**config.mk**
```make
export PLATFORM = sky130hd
export DESIGN_NAME = bus_arbiter_flat
export DESIGN_NICKNAME = d
export VERILOG_FILES = /design/src/rtl/bus_arbiter_pkg.sv /design/src/rtl/bus_arbiter_if.sv /design/src/rtl/bus_arbiter_arb_rr2.sv /design/src/rtl/bus_arbiter.sv /design/src/flat_wrapper.sv
export SDC_FILE = /design/constraint.sdc
export NUM_CORES = 1
export LEC_CHECK = 0
export ABC_AREA = 1
export CAP_MARGIN = 20
export CELL_PAD_IN_SITES_DETAIL_PLACEMENT = 1
export CELL_PAD_IN_SITES_GLOBAL_PLACEMENT = 2
export CORE_MARGIN = 5
export CORE_UTILIZATION = 17
export CTS_CLUSTER_DIAMETER = 40
export DETAILED_ROUTE_END_ITERATION = 12
export GPL_TIMING_DRIVEN = 0
export PLACE_DENSITY_LB_ADDON = 0.1
export SLEW_MARGIN = 5
export SYNTH_ARGS = -nofsm -noshare
export SYNTH_HDL_FRONTEND = slang
export SYNTH_SLANG_ARGS = --single-unit
```
**constraint.sdc**
```tcl
create_clock -name clk -period 1.93 [get_ports clk]
set_input_delay 0.2895 -clock clk [delete_from_list [all_inputs] [get_ports clk]]
set_output_delay 0.2895 -clock clk [all_outputs]
set_load 0.01 [all_outputs]
```
**src/rtl/bus_arbiter_pkg.sv**
```systemverilog
// Shared types for the core bus arbiter: transfer sizes, FSM states, owner codes
// and the alignment rule used to reject accesses locally.
package bus_pkg;

  typedef enum logic [1:0] {
    BYTE = 2'b00,
    HALF = 2'b01,
    WORD = 2'b10
  } tsize_e;

  typedef enum logic [2:0] {
    ST_IDLE,
    ST_BUSY_IF,
    ST_BUSY_MA,
    ST_ERR_IF,
    ST_ERR_MA
  } arb_state_e;

  localparam logic [1:0] OWN_NONE = 2'b00;
  localparam logic [1:0] OWN_IF   = 2'b01;
  localparam logic [1:0] OWN_MA   = 2'b10;

  localparam logic GNT_IF = 1'b0;
  localparam logic GNT_MA = 1'b1;

  // tsize 2'b11 has no legal encoding and is treated like a misaligned access
  function automatic logic misaligned(input logic [1:0] tsize, input logic [1:0] lsb);
    logic bad;
    case (tsize)
      BYTE:    bad = 1'b0;
      HALF:    bad = lsb[0];
      WORD:    bad = (lsb != 2'b00);
      default: bad = 1'b1;
    endcase
    return bad;
  endfunction

endpackage

```
**src/rtl/bus_arbiter_if.sv**
```systemverilog
// Requester and fabric signal bundle of the bus arbiter; the arbiter uses the
// master modport, the surrounding core/fabric model uses the slave modport.
interface bus_arbiter_if #(
  parameter int ADDR_W = 32,
  parameter int DATA_W = 32
);
  logic              if_req;
  logic [ADDR_W-1:0] if_addr;
  logic              if_ack;
  logic [DATA_W-1:0] if_rdata;
  logic              if_err;

  logic              ma_req;
  logic              ma_wr;
  logic [ADDR_W-1:0] ma_addr;
  logic [DATA_W-1:0] ma_wdata;
  logic [1:0]        ma_tsize;
  logic              ma_ack;
  logic [DATA_W-1:0] ma_rdata;
  logic              ma_err;

  logic              bus_req;
  logic              bus_wr;
  logic [ADDR_W-1:0] bus_addr;
  logic [DATA_W-1:0] bus_wdata;
  logic [1:0]        bus_tsize;
  logic              bus_ack;
  logic [DATA_W-1:0] bus_rdata;
  logic              bus_err;

  logic [1:0]        owner;

  modport master (
    input  if_req, if_addr, ma_req, ma_wr, ma_addr, ma_wdata, ma_tsize,
           bus_ack, bus_rdata, bus_err,
    output if_ack, if_rdata, if_err, ma_ack, ma_rdata, ma_err,
           bus_req, bus_wr, bus_addr, bus_wdata, bus_tsize, owner
  );

  modport slave (
    output if_req, if_addr, ma_req, ma_wr, ma_addr, ma_wdata, ma_tsize,
           bus_ack, bus_rdata, bus_err,
    input  if_ack, if_rdata, if_err, ma_ack, ma_rdata, ma_err,
           bus_req, bus_wr, bus_addr, bus_wdata, bus_tsize, owner
  );
endinterface

```
**src/rtl/bus_arbiter_arb_rr2.sv**
```systemverilog
// Two-input round-robin picker: a lone request wins, a tie goes to the side
// that did not win last time.
module arb_rr2
  import bus_pkg::*;
(
  input  logic req_if,
  input  logic req_ma,
  input  logic last_grant,
  output logic gnt_if,
  output logic gnt_ma
);
  assign gnt_ma = req_ma & (~req_if | (last_grant == GNT_IF));
  assign gnt_if = req_if & ~gnt_ma;
endmodule

```
**src/rtl/bus_arbiter.sv**
```systemverilog
// Arbitrates the core master bus between fetch (IF) and load/store (MA), one
// transaction at a time. Define ARB_TIMEOUT_EN to add the busy watchdog.
module bus_arbiter
  import bus_pkg::*;
#(
  parameter int ADDR_W         = 32,
  parameter int DATA_W         = 32,
  parameter int TIMEOUT_CYCLES = 256
) (
  input logic            clk,
  input logic            rst,
  bus_arbiter_if.master  io
);

  if (TIMEOUT_CYCLES < 2) begin : g_bad_timeout
    $error("TIMEOUT_CYCLES must be at least 2");
  end

  arb_state_e        state_p0, state_nxt;
  logic              last_grant_p0;
  logic              bus_req_p0;
  logic              bus_wr_p0;
  logic [ADDR_W-1:0] bus_addr_p0;
  logic [DATA_W-1:0] bus_wdata_p0;
  logic [1:0]        bus_tsize_p0;

  logic              gnt_if, gnt_ma;
  logic              load_if, load_ma;
  logic              if_ack_c, if_err_c, ma_ack_c, ma_err_c;
  logic [DATA_W-1:0] if_rdata_c, ma_rdata_c;
  logic              tmo_hit;

  arb_rr2 u_rr2 (
    .req_if     (io.if_req),
    .req_ma     (io.ma_req),
    .last_grant (last_grant_p0),
    .gnt_if     (gnt_if),
    .gnt_ma     (gnt_ma)
  );

`ifdef ARB_TIMEOUT_EN
  localparam int CNT_W = $clog2(TIMEOUT_CYCLES);
  logic [CNT_W-1:0] tmo_cnt_p0;

  always_ff @(posedge clk) begin
    if (rst || load_if || load_ma)
      tmo_cnt_p0 <= '0;
    else if ((state_p0 == ST_BUSY_IF || state_p0 == ST_BUSY_MA) && !io.bus_ack)
      tmo_cnt_p0 <= tmo_cnt_p0 + 1'b1;
  end

  assign tmo_hit = (tmo_cnt_p0 == CNT_W'(TIMEOUT_CYCLES - 1));
`else
  assign tmo_hit = 1'b0;
`endif

  always_comb begin
    state_nxt  = state_p0;
    load_if    = 1'b0;
    load_ma    = 1'b0;
    if_ack_c   = 1'b0;
    if_err_c   = 1'b0;
    if_rdata_c = '0;
    ma_ack_c   = 1'b0;
    ma_err_c   = 1'b0;
    ma_rdata_c = '0;
    case (state_p0)
      ST_IDLE: begin
        if (gnt_if) begin
          if (misaligned(WORD, io.if_addr[1:0])) state_nxt = ST_ERR_IF;
          else begin
            state_nxt = ST_BUSY_IF;
            load_if   = 1'b1;
          end
        end else if (gnt_ma) begin
          if (misaligned(io.ma_tsize, io.ma_addr[1:0])) state_nxt = ST_ERR_MA;
          else begin
            state_nxt = ST_BUSY_MA;
            load_ma   = 1'b1;
          end
        end
      end
      ST_BUSY_IF: begin
        if (io.bus_ack) begin
          if_ack_c   = 1'b1;
          if_err_c   = io.bus_err;
          if_rdata_c = io.bus_rdata;
          state_nxt  = ST_IDLE;
        end else if (tmo_hit) begin
          if_ack_c  = 1'b1;
          if_err_c  = 1'b1;
          state_nxt = ST_IDLE;
        end
      end
      ST_BUSY_MA: begin
        if (io.bus_ack) begin
          ma_ack_c   = 1'b1;
          ma_err_c   = io.bus_err;
          ma_rdata_c = io.bus_rdata;
          state_nxt  = ST_IDLE;
        end else if (tmo_hit) begin
          ma_ack_c  = 1'b1;
          ma_err_c  = 1'b1;
          state_nxt = ST_IDLE;
        end
      end
      ST_ERR_IF: begin
        if_ack_c  = 1'b1;
        if_err_c  = 1'b1;
        state_nxt = ST_IDLE;
      end
      ST_ERR_MA: begin
        ma_ack_c  = 1'b1;
        ma_err_c  = 1'b1;
        state_nxt = ST_IDLE;
      end
      default: state_nxt = ST_IDLE;
    endcase
  end

  // Registered bus attributes, held for the whole BUSY phase
  always_ff @(posedge clk) begin
    if (rst) begin
      state_p0      <= ST_IDLE;
      last_grant_p0 <= GNT_IF;
      bus_req_p0    <= 1'b0;
      bus_wr_p0     <= 1'b0;
      bus_addr_p0   <= '0;
      bus_wdata_p0  <= '0;
      bus_tsize_p0  <= 2'b00;
    end else begin
      state_p0   <= state_nxt;
      bus_req_p0 <= (state_nxt == ST_BUSY_IF) || (state_nxt == ST_BUSY_MA);
      if (state_p0 == ST_IDLE && (gnt_if || gnt_ma))
        last_grant_p0 <= gnt_ma;
      if (load_if) begin
        bus_wr_p0    <= 1'b0;
        bus_addr_p0  <= io.if_addr;
        bus_wdata_p0 <= '0;
        bus_tsize_p0 <= WORD;
      end else if (load_ma) begin
        bus_wr_p0    <= io.ma_wr;
        bus_addr_p0  <= io.ma_addr;
        bus_wdata_p0 <= io.ma_wdata;
        bus_tsize_p0 <= io.ma_tsize;
      end
    end
  end

  // A response arriving while reset is asserted is dropped
  assign io.if_ack   = if_ack_c & ~rst;
  assign io.if_err   = if_err_c & ~rst;
  assign io.if_rdata = rst ? '0 : if_rdata_c;
  assign io.ma_ack   = ma_ack_c & ~rst;
  assign io.ma_err   = ma_err_c & ~rst;
  assign io.ma_rdata = rst ? '0 : ma_rdata_c;

  assign io.bus_req   = bus_req_p0;
  assign io.bus_wr    = bus_wr_p0;
  assign io.bus_addr  = bus_addr_p0;
  assign io.bus_wdata = bus_wdata_p0;
  assign io.bus_tsize = bus_tsize_p0;

  always_comb begin
    io.owner = OWN_NONE;
    case (state_p0)
      ST_BUSY_IF, ST_ERR_IF: io.owner = OWN_IF;
      ST_BUSY_MA, ST_ERR_MA: io.owner = OWN_MA;
      default:               io.owner = OWN_NONE;
    endcase
  end

endmodule

```
**src/flat_wrapper.sv**
```systemverilog
// flat-port wrapper written by rule: the top's interface ports become plain ports
module bus_arbiter_flat import bus_pkg::*;
#(
  parameter int ADDR_W         = 32,
  parameter int DATA_W         = 32,
  parameter int TIMEOUT_CYCLES = 256
)
  (clk, rst, io_if_req, io_if_addr, io_ma_req, io_ma_wr, io_ma_addr, io_ma_wdata, io_ma_tsize, io_bus_ack, io_bus_rdata, io_bus_err, io_if_ack, io_if_rdata, io_if_err, io_ma_ack, io_ma_rdata, io_ma_err, io_bus_req, io_bus_wr, io_bus_addr, io_bus_wdata, io_bus_tsize, io_owner);
  bus_arbiter_if #(.ADDR_W(ADDR_W), .DATA_W(DATA_W)) io_i ();
  input logic clk;
  input logic rst;
  input wire logic [$bits(io_i.if_req)-1:0] io_if_req;
  input wire logic [$bits(io_i.if_addr)-1:0] io_if_addr;
  input wire logic [$bits(io_i.ma_req)-1:0] io_ma_req;
  input wire logic [$bits(io_i.ma_wr)-1:0] io_ma_wr;
  input wire logic [$bits(io_i.ma_addr)-1:0] io_ma_addr;
  input wire logic [$bits(io_i.ma_wdata)-1:0] io_ma_wdata;
  input wire logic [$bits(io_i.ma_tsize)-1:0] io_ma_tsize;
  input wire logic [$bits(io_i.bus_ack)-1:0] io_bus_ack;
  input wire logic [$bits(io_i.bus_rdata)-1:0] io_bus_rdata;
  input wire logic [$bits(io_i.bus_err)-1:0] io_bus_err;
  output wire logic [$bits(io_i.if_ack)-1:0] io_if_ack;
  output wire logic [$bits(io_i.if_rdata)-1:0] io_if_rdata;
  output wire logic [$bits(io_i.if_err)-1:0] io_if_err;
  output wire logic [$bits(io_i.ma_ack)-1:0] io_ma_ack;
  output wire logic [$bits(io_i.ma_rdata)-1:0] io_ma_rdata;
  output wire logic [$bits(io_i.ma_err)-1:0] io_ma_err;
  output wire logic [$bits(io_i.bus_req)-1:0] io_bus_req;
  output wire logic [$bits(io_i.bus_wr)-1:0] io_bus_wr;
  output wire logic [$bits(io_i.bus_addr)-1:0] io_bus_addr;
  output wire logic [$bits(io_i.bus_wdata)-1:0] io_bus_wdata;
  output wire logic [$bits(io_i.bus_tsize)-1:0] io_bus_tsize;
  output wire logic [$bits(io_i.owner)-1:0] io_owner;
  assign io_i.if_req = io_if_req;
  assign io_i.if_addr = io_if_addr;
  assign io_i.ma_req = io_ma_req;
  assign io_i.ma_wr = io_ma_wr;
  assign io_i.ma_addr = io_ma_addr;
  assign io_i.ma_wdata = io_ma_wdata;
  assign io_i.ma_tsize = io_ma_tsize;
  assign io_i.bus_ack = io_bus_ack;
  assign io_i.bus_rdata = io_bus_rdata;
  assign io_i.bus_err = io_bus_err;
  assign io_if_ack = io_i.if_ack;
  assign io_if_rdata = io_i.if_rdata;
  assign io_if_err = io_i.if_err;
  assign io_ma_ack = io_i.ma_ack;
  assign io_ma_rdata = io_i.ma_rdata;
  assign io_ma_err = io_i.ma_err;
  assign io_bus_req = io_i.bus_req;
  assign io_bus_wr = io_i.bus_wr;
  assign io_bus_addr = io_i.bus_addr;
  assign io_bus_wdata = io_i.bus_wdata;
  assign io_bus_tsize = io_i.bus_tsize;
  assign io_owner = io_i.owner;
  bus_arbiter #(.ADDR_W(ADDR_W), .DATA_W(DATA_W), .TIMEOUT_CYCLES(TIMEOUT_CYCLES)) u_core (.clk(clk), .rst(rst), .io(io_i));
endmodule
```
==> results of run 1 <==
## report_power, final
| part | internal [uW] | switching (uW) | total [uW] |
|---|---|---|---|
| Clock | 1150 | 725 | 1870 |
| Sequential | 1590 | 58.5 | 1650 |
| Combinational | 631 | 632 | 1260 |
| Total | 3370 | 1420 | 4790 |
## final timing paths
check	end	slack [ns]	cells past startpoint
hold reg to reg	u_core.io.bus_wdata[13]	0.47	2
setup / recovery	io_ma_rdata[28]	0.11	7
setup reg to reg	u_core.io.bus_wdata[5]	0.22	7
hold / removal	u_core.state_p0[0]	0.35	4
## worst register-to-register path, cell delays in order, from the launching register on
cell and delay (ns):
dfxtp_2 0.35, inv_2 0.10, nand2_1 0.09, nor2_2 0.12, nand3_2 0.29, nand2_1 0.35
buf_4 0.24, a21oi_1 0.06
## layout make-up
type	count	area (um2)
Multi-Input combinational cell	386	1900
Sequential cell	72	1440
Clock buffer	9	225
Clock inverter	7	103
Fill cell	2601	14000
Tap cell	275	344
Inverter	77	294
Timing Repair Buffer	276	2470
Buffer	38	290
## per-stage QoR
step / worst slack (ns) / hold WS (ns)
CTS: -0.0775 / 0.408
detailed placement: -0.636 / 0.462
floorplan: 0.376 / 0.424
global placement: -0.612 / 0.452
finish: 0.113 / 0.347
global route: 0.00190 / 0.412
## layer usage
metal / share of wire [%] / vias to the layer above
met3: 8.4 / 14
met5: 0.037 / -
met1: 40 / 2216
li1: - / 2375
met4: 1.3 / 2
met2: 51 / 145
## placed cells by master, fill, tap and decap left out, types with 2 or more instances in the layout
cell type,instances
clkdlybuf4s50_1,203
nand2_1,129
nand3_1,79
dfxtp_1,70
inv_1,69
nor2_1,67
buf_2,57
a21oi_1,37
nor3_1,28
nor3_2,21
buf_4,10
buf_6,9
clkbuf_16,9
clkbuf_2,9
clkbuf_1,7
dlygate4sd2_1,7
inv_2,6
nand2_4,4
nor2_2,4
clkdlybuf4s15_2,4
clkbuf_8,3
nand2_2,3
nor2_4,2
inv_4,2
nor3_4,2
nand3_2,2
o21ai_0,2
bufinv_16,2
clkinv_4,2
clkdlybuf4s15_1,2
dfxtp_2,2
## cells by family (layout without fill, tap and decap cells)
group,Yosys count,after routing,synth area share [%]
flip-flops,72,72,39.4
AO/OA/AOI/OAI,44,44,6.22
AND/OR/NAND/NOR,342,342,41.0
buffers and inverters,115,407,13.4
## synth_stat cells
library cell | instances | share of area [%]
a211oi_1 | 1 | 0.21
a21boi_1 | 1 | 0.21
a21oi_1 | 38 | 5.2
buf_1 | 1 | 0.10
buf_2 | 12 | 1.6
buf_4 | 7 | 1.4
buf_6 | 2 | 0.62
clkbuf_1 | 16 | 1.6
dfxtp_1 | 72 | 39
inv_1 | 73 | 7.5
inv_2 | 3 | 0.31
inv_4 | 1 | 0.17
nand2_1 | 131 | 13
nand2_2 | 3 | 0.51
nand2_4 | 2 | 0.62
nand3_1 | 80 | 11
nand3_2 | 1 | 0.27
nor2_1 | 70 | 7.2
nor2_2 | 3 | 0.51
nor2_8 | 1 | 0.55
nor3_1 | 51 | 7.0
o21a_1 | 1 | 0.21
o21ai_0 | 2 | 0.27
o21ai_1 | 1 | 0.14
## sequential cells by signal (all words and copies together), names as in the netlist
register              flops
u_core.io.bus_tsize       2
u_core.state_p0           3
u_core.io.bus_wr          1
u_core.io.bus_wdata      32
u_core.io.bus_addr       32
u_core.io.bus_req         1
u_core.last_grant_p0      1
## repair_timing
item / CTS / global route
setup buffers: 2 / 1
endpoints found under the hold margin: 0 / 0
gates resized for setup: 271 / 71
setup endpoints to repair: 75 / 58
pin swaps: 1 / 1
==> metrics.md, run 1 <==
| Metric | Value |
|---|---|
| Starting Density | `17.4%` |
| Synth Cell Area | `3660 um2` |
| Largest net degree at the start of global routing | `15` |
| Yosys cell types | `24` |
| CP arrival | `1.53 ns` |
| Detailed Place HPWL | `15.6 mm` |
| Layout cell share with drive strength beyond 1 | `18.4%` |
| Mean Syn Cell Area | `6.39 um2` |
| # setup viols final | `0` |
| CTS max path bufs | `2` |
| Initial antenna violation count | `1` |
| Vias in the first global route | `5144` |
| Placed Cells incl. Taps | `1121` |
| GRT overflow | `0` |
| # hold bufs at CTS | `0` |
| Antenna-violating nets left | `0` |
| Chip Height | `157 um` |
| Met1 track utilization from global routing | `16.9%` |
| Clock transition at the registers of the reported paths | `0.06 ns` |
| Worst Path Class, Setup | `reg -> out` |
| PwrDens | `677 nW/um2` |
| Clock latency on the worst-skew pair | `0.33 ns` |
| Slew HR | `59.5%` |
| Post-layout nets | `997` |
| DRC | `0` |
| Core Util, Final | `33.5%` |
| Die width | `157 um` |
| HP Class | `in -> reg` |
| Crit path top cell by count | `inv_2` |
| Fin. max-slew vios | `0` |
| RSZ-0062 raised after global routing | `false` |
| Vias/cell | `4.17` |
| Synthesized Nets | `710` |
| Initial DRT Pass Iterations | `4` |
| CP Max Fanout | `10` |
| Cells after synthesis | `573` |
| Rows | `53` |
| Final WL | `19.1 mm` |
| Minimum clock period | `1.82 ns` |
| Worst EP required | `1.64 ns` |
| Fin cells | `1140` |
| TritonCTS clock tree | `yes` |
| Worst r2r src | `u_core.state_p0[1]` |
| Routed via count | `4752` |
| First-pass GRT wire length | `28.9 mm` |
| Cts bufs inserted | `9` |
| Setup TNS | `0 ns` |
| Final hold vios | `0` |
| Worst-Margin Slew | `0.608 ns` |
| Area grow syn2layout | `93.2%` |
| Crit path max-delay family | `buffers and inverters` |
| Iter 0 DRT Violations | `137` |
| Max Fclk | `550 MHz` |
| Sequential share of the synthesized area | `39.4%` |
| P_leak | `0.00314 uW` |
| Placed cell area | `6740 um2` |
| Post-route cell area | `7070 um2` |
| Met3 Usage GRT | `5.86%` |
| Max Cap Viol | `0` |
| Total GRT Usage | `15.0%` |
| Max stage delay on crit path | `0.36 ns` |
| Setup crit end kind | `primary output` |
| Critical Path Slowest Stage Cell | `dfxtp_2` |
| Synth warn | `0` |
| Grt peak-use layer | `met2` |
| # diodes | `0` |
| Average wire per standard cell | `16.8 um` |
| CP startpoint kind | `flip-flop` |
| Port buffer count | `273` |
| Clock Tree Root | `clkbuf_16` |
| Core Region | `21100 um2` |
| Number of I/O pins | `275` |
| Design Power | `4790 uW` |
| CP Launch Point | `u_core.state_p0[2]` |
| Placer Congestion | `0.771` |
| Crit-path cells | `inv_2, nand3_2, inv_2, nand2_4, clkbuf_8, nor2_1, clkdlybuf4s15_2` |
| Peak supply drop | `0.382 mV` |
| Status | `completed` |
| H-tree levels | `3` |
| Die ar. | `24600 um2` |
| Final cycle utilization of the critical path | `94.1%` |
| Seq cells post-synth | `72` |
| Hold Startpoint | `io_bus_ack` |
| Crit path buf inv count | `4` |
| Layout Skew | `0.00433 ns` |
| GR Util met2 | `26.8%` |
| Clk sinks | `72` |
Power figures use the tool's default switching activity.
==> run 2, diff against run 1 <==
CELL_PAD_IN_SITES_DETAIL_PLACEMENT = 0   (was 1)
==> run 2 against run 1 <==
  * The flow now finishes with violations (setup timing)
  * Total power is 1.4% lower
  * Global-route usage shrank 1.1 points
  * Utilization increased by 0.29 points
  * Via count fell by 2.3%
  * Combinational power hardly changed
  * Sequential cell count is the same
  * Maximum frequency shrank 6.7%
  * Die area did not move
  * Clock-buffer cell count unchanged
  * Highest routed layer unchanged
==> metrics.md, run 2 (synthesis gave the netlist of run 1 again) <==
| Metric | Value |
|---|---|
| Total GRT Usage | `13.9%` |
| CTS max path bufs | `2` |
| Final hold vios | `0` |
| Fillcell total | `2254` |
| HP Class | `in -> reg` |
| Layout Skew | `0.0129 ns` |
| CP Max Fanout | `10` |
| Clock latency on the worst-skew pair | `0.34 ns` |
| CP arrival | `1.66 ns` |
| Reg power frac | `34.9%` |
| Post-layout nets | `996` |
| Layout cell share with drive strength beyond 1 | `18.5%` |
| Worst-Margin Slew | `0.589 ns` |
| Vias in the first global route | `4575` |
| Clock Tree Root | `clkbuf_16` |
| Slew HR | `60.7%` |
| Switching power | `1370 uW` |
| Minimum clock period | `1.95 ns` |
| Internal Dissipation | `3350 uW` |
| Die width | `157 um` |
| Chip Height | `157 um` |
| Max Fclk | `513 MHz` |
| RSZ-0062 raised after global routing | `true` |
| H-tree levels | `3` |
| First-pass GRT wire length | `26.4 mm` |
| GRT overflow | `0` |
| Max Cap Viol | `0` |
| Largest net degree at the start of global routing | `14` |
| Core Util, Final | `33.8%` |
| Clock Power Share | `38.6%` |
| Worst Path Class, Setup | `in -> out` |
| Clock transition at the registers of the reported paths | `0.05 ns` |
| Fin worst setup slack | `-0.0185 ns` |
| Fin. max-slew vios | `0` |
| PwrDens | `662 nW/um2` |
| Clk sinks | `72` |
| Antenna-violating nets left | `0` |
| Vias/cell | `4.08` |
| # hold bufs at CTS | `0` |
| Final WL | `18.0 mm` |
| Design Power | `4720 uW` |
| DRC | `0` |
| Placer Congestion | `0.771` |
| Starting Density | `17.4%` |
| Cts bufs inserted | `9` |
| CP startpoint kind | `primary input` |
| # diodes | `0` |
| Number of I/O pins | `275` |
| Die ar. | `24600 um2` |
| # setup viols final | `2` |
| Worst EP required | `1.64 ns` |
| Routed via count | `4643` |
| Iter 0 DRT Violations | `127` |
| P_leak | `0.00307 uW` |
| Combinational share of power | `26.6%` |
| Failing checks | `setup timing` |
| Port buffer count | `273` |
| Rows | `53` |
| Initial DRT Pass Iterations | `5` |
| Dpl ws | `-0.611 ns` |
| Final cycle utilization of the critical path | `101%` |
| Area grow syn2layout | `94.9%` |
| Status | `complete, but fails checks` |
| Average wire per standard cell | `15.8 um` |
| Initial antenna violation count | `1` |
| Sw Share | `29.0%` |
| Commonest non-fill, non-tap cell in the layout | `clkdlybuf4s50_1` |
| Most frequent cells in the layout | `clkdlybuf4s50_1, nand2_1, nand3_1` |
| TritonCTS clock tree | `yes` |
| Peak supply drop | `0.457 mV` |
| Setup crit end kind | `primary output` |
| Detailed Place HPWL | `14.3 mm` |
| Core Region | `21100 um2` |
## run 2: cell types whose count changed in the layout (fill, tap and decap cells not counted), sizes merged
cell | previous run | this run
buf | 78 | 69
clkbuf | 28 | 22
clkdlybuf4s15 | 6 | 18
clkdlybuf4s50 | 203 | 204
clkinv | 3 | 0
clkinvlp | 0 | 2
dlygate4sd2 | 7 | 9
dlymetal6s2s | 1 | 0
## run 2: power by group through the flow
stage	Sequential [uW]	Combinational, uW	Clock, uW
floorplan	1710	480	0
global route	1660	1370	1960
CTS	1640	1240	1910
global placement	1670	1220	0
detailed placement	1680	1230	0
finish	1650	1250	1820
## run 2: timing repair
| item | 4_1_cts | 5_1_grt |
|---|---|---|
| setup buffers | 0 | 2 |
| pin swaps | 1 | 1 |
| setup endpoints to repair | 108 | 94 |
| resized for setup | 235 | 93 |
## run 2: per-layer routing
| metal | track usage (%) | share of wire (%) | up-vias |
|---|---|---|---|
| li1 | - | - | 2368 |
| met3 | 5.17 | 8.4 | 18 |
| met5 | 0 | 0.044 | - |
| met4 | 3.35 | 1.2 | 2 |
| met1 | 16.4 | 41 | 2090 |
| met2 | 23.9 | 49 | 165 |
## run 2: worst paths after layout
check / startpoint / end / slack [ns] / cells after the start
worst min-delay path: rst / u_core.last_grant_p0 / 0.39 / 2
worst max-delay path: io_bus_ack / io_if_rdata[24] / -0.02 / 7
worst max register to register: u_core.state_p0[1] / u_core.io.bus_addr[30] / 0.32 / 9
worst min register to register: u_core.io.bus_wdata[6] / u_core.io.bus_wdata[6] / 0.47 / 2
## run 2: area by class of cell
cell class                      count  area (um2)  area share, %
Timing Repair Buffer              275        2550           35.7
Multi-Input combinational cell    386        1910           26.8
Sequential cell                    72        1440           20.2
Tap cell                          275         344           4.82
Inverter                           77         292           4.09
Buffer                             38         277           3.88
Clock buffer                        9         225           3.16
Clock inverter                      6        92.6           1.30
## run 2: worst max-delay path, cell delays in order
cell             delay [ns]
clkdlybuf4s50_1        0.47
inv_1                  0.08
nor2_4                 0.14
inv_2                  0.09
buf_6                  0.16
nor3_2                 0.16
clkdlybuf4s15_2        0.25
## run 2: metrics by stage
stage | instances | setup TNS [ns] | cell area (um2) | hold slack, ns
final | 1138 | -0.0340 | 7130 | 0.394
after global routing | 1138 | -2.32 | 7130 | 0.418
after CTS | 1136 | -2.34 | 7100 | 0.388
after detailed placement | 1121 | -57.13 | 6740 | 0.458
after global placement | 1121 | -53.07 | 6740 | 0.452
after floorplan | 573 | 0 | 3660 | 0.424
==> run 3, diff against run 2 <==
ABC_CLOCK_PERIOD_IN_PS = 1930   (was not set)
CORE_MARGIN = not set   (was 5)
==> run 3 against run 2 <==
  * The flow still finishes with violations (setup timing)
  * Critical endpoint is now io_ma_rdata[24]
  * Utilization fell by 0.36 points
  * Hold slack better by 0.017 ns
  * First-iteration DRC count rose by 4.7%
  * Largest cell class unchanged
  * Via count is 0.75% lower
  * Register-to-register slack lost 0.06 ns
  * Cell count down 0.18%
  * Cell area shrank 1.1%
  * Clock power fell by 7%
==> metrics.md, run 3 (synthesis gave the netlist of run 1 again) <==
| Metric | Value |
|---|---|
| First-pass GRT wire length | `25.6 mm` |
| Peak supply drop | `0.399 mV` |
| Area grow syn2layout | `92.8%` |
| Initial antenna violation count | `0` |
| Worst EP required | `1.64 ns` |
| Sw Share | `29.3%` |
| CP arrival | `1.65 ns` |
| Rows | `53` |
| Fin worst setup slack | `-0.0123 ns` |
| Internal Dissipation | `3250 uW` |
| Design Power | `4590 uW` |
| Clock Tree Root | `clkbuf_16` |
| Placed cell area | `6740 um2` |
| Reg power frac | `35.8%` |
| Post-route cell area | `7060 um2` |
| CP startpoint kind | `primary input` |
| Largest net degree at the start of global routing | `13` |
| Layout cell share with drive strength beyond 1 | `18.8%` |
| TritonCTS clock tree | `yes` |
| # hold bufs at CTS | `0` |
| # diodes | `0` |
| CP Max Fanout | `10` |
| Multi-input gate area | `1920 um2` |
| Failing checks | `setup timing` |
| P_leak | `0.00308 uW` |
| DRC | `0` |
| Clock latency on the worst-skew pair | `0.34 ns` |
| Switching power | `1340 uW` |
| Placer Congestion | `0.738` |
| Worst-Margin Slew | `0.591 ns` |
| Die width | `149 um` |
| Post-CTS Setup Bufs | `0` |
| Max stage delay on crit path | `0.47 ns` |
| Vias/cell | `4.06` |
| Antenna-violating nets left | `0` |
| Fillcell total | `2307` |
| Crit path buf inv count | `4` |
| Most frequent cells in the layout | `clkdlybuf4s50_1, nand2_1, nand3_1` |
| Final WL | `16.9 mm` |
| Setup TNS | `-0.0166 ns` |
| Initial DRT Pass Iterations | `5` |
| Crit-path cells | `clkdlybuf4s50_1, inv_1, nor2_4, nand2_2, clkbuf_8, nor2_1, clkdlybuf4s15_2` |
| Core Region | `21100 um2` |
| Cts bufs inserted | `9` |
| Final hold vios | `0` |
| Max Cap Viol | `0` |
| Max Fclk | `515 MHz` |
| Critical Path Slowest Stage Cell | `clkdlybuf4s50_1` |
| Slew HR | `60.6%` |
| Crit path max-delay family | `buffers and inverters` |
| Minimum clock period | `1.94 ns` |
| Fin. max-slew vios | `0` |
| Number of I/O pins | `275` |
| # setup viols final | `2` |
| CTS max path bufs | `2` |
| Vias in the first global route | `4504` |
| Worst Path Class, Setup | `in -> out` |
| Layout Skew | `0.00879 ns` |
| HP Class | `in -> reg` |
| Routed via count | `4608` |
| Final cycle utilization of the critical path | `101%` |
| Status | `complete, but fails checks` |
| Setup crit end kind | `primary output` |
| Clock Power Share | `37.1%` |
| H-tree levels | `3` |
| Commonest non-fill, non-tap cell in the layout | `clkdlybuf4s50_1` |
| Iter 0 DRT Violations | `133` |
| PwrDens | `651 nW/um2` |
| Sequential Area | `1450 um2` |
| Chip Height | `149 um` |
| Average wire per standard cell | `14.9 um` |
| Clk sinks | `72` |
| Die ar. | `22100 um2` |
| Detailed Place HPWL | `13.2 mm` |
| Port buffer count | `273` |
| Total GRT Usage | `15.2%` |
| Combinational share of power | `27.1%` |
| Clock transition at the registers of the reported paths | `0.05 ns` |
| RSZ-0062 raised after global routing | `true` |
| GRT overflow | `0` |
| Post-layout nets | `994` |
| Starting Density | `17.4%` |
[run 3: changes by cell type in the layout (fill, tap and decap cells not counted), moves of 2 or more]
cell,change
clkdlybuf4s15_2,-11
buf_2,+6
clkbuf_2,+6
clkbuf_8,+6
buf_6,-4
nor3_1,-3
clkbuf_4,-2
clkinv_4,+2
inv_6,-2
nor3_2,+2
[run 3: repair_timing]
item,CTS,global route
pin swaps,0,0
endpoints found under the setup margin,96,53
gates resized for setup,281,49
[run 3: worst register-to-register path: cells and delay by family (launching register included)]
family | cells | cell delay, ns
AO/OA/AOI/OAI | 1 | 0.06
buffers and inverters | 2 | 0.34
flip-flops | 1 | 0.32
AND/OR/NAND/NOR | 4 | 0.85
[run 3: per-stage QoR]
| stage | utilization (%) | setup slack (ns) | hold slack [ns] | instances |
|---|---|---|---|---|
| after floorplan | - | 0.376 | 0.424 | 573 |
| after global placement | 31.9 | -0.599 | 0.453 | 1121 |
| after detailed placement | 31.9 | -0.593 | 0.459 | 1121 |
| after CTS | 33.2 | -0.0430 | 0.405 | 1136 |
| after global routing | 33.5 | -0.101 | 0.423 | 1136 |
| final | 33.5 | -0.0123 | 0.410 | 1136 |
[run 3: worst paths after layout]
path / from / end / slack [ns] / depth (start not counted)
hold / removal: rst / u_core.last_grant_p0 / 0.41 / 2
setup reg to reg: u_core.state_p0[0] / u_core.io.bus_wdata[14] / 0.26 / 7
hold reg to reg: u_core.io.bus_wdata[30] / u_core.io.bus_wdata[30] / 0.46 / 2
setup / recovery: io_bus_ack / io_ma_rdata[24] / -0.01 / 7
[run 3: power by group through the flow]
stage / clock, uW / sequential (uW) / combinational (uW)
after floorplan: 0 / 1710 / 480
after global placement: 0 / 1670 / 1210
after detailed placement: 0 / 1680 / 1220
after CTS: 1790 / 1650 / 1240
after global routing: 1850 / 1660 / 1370
final: 1700 / 1650 / 1240
[run 3: area by class of cell]
type	count	share of cell area, %
buffer	38	4.15
clock buffer	11	3.44
clock inverter	4	0.780
inverter	77	4.13
multi-input combinational	386	27.2
sequential	72	20.5
tap	275	4.88
timing repair buffer	273	34.9
[run 3: routing by layer]
metal	GRT usage (%)	vias to the layer above	part of all wire, %
li1	-	2363	-
met5	0	-	0
met4	4.02	0	0.90
met1	17.9	2080	42
met3	4.63	12	7.4
met2	26.4	153	50
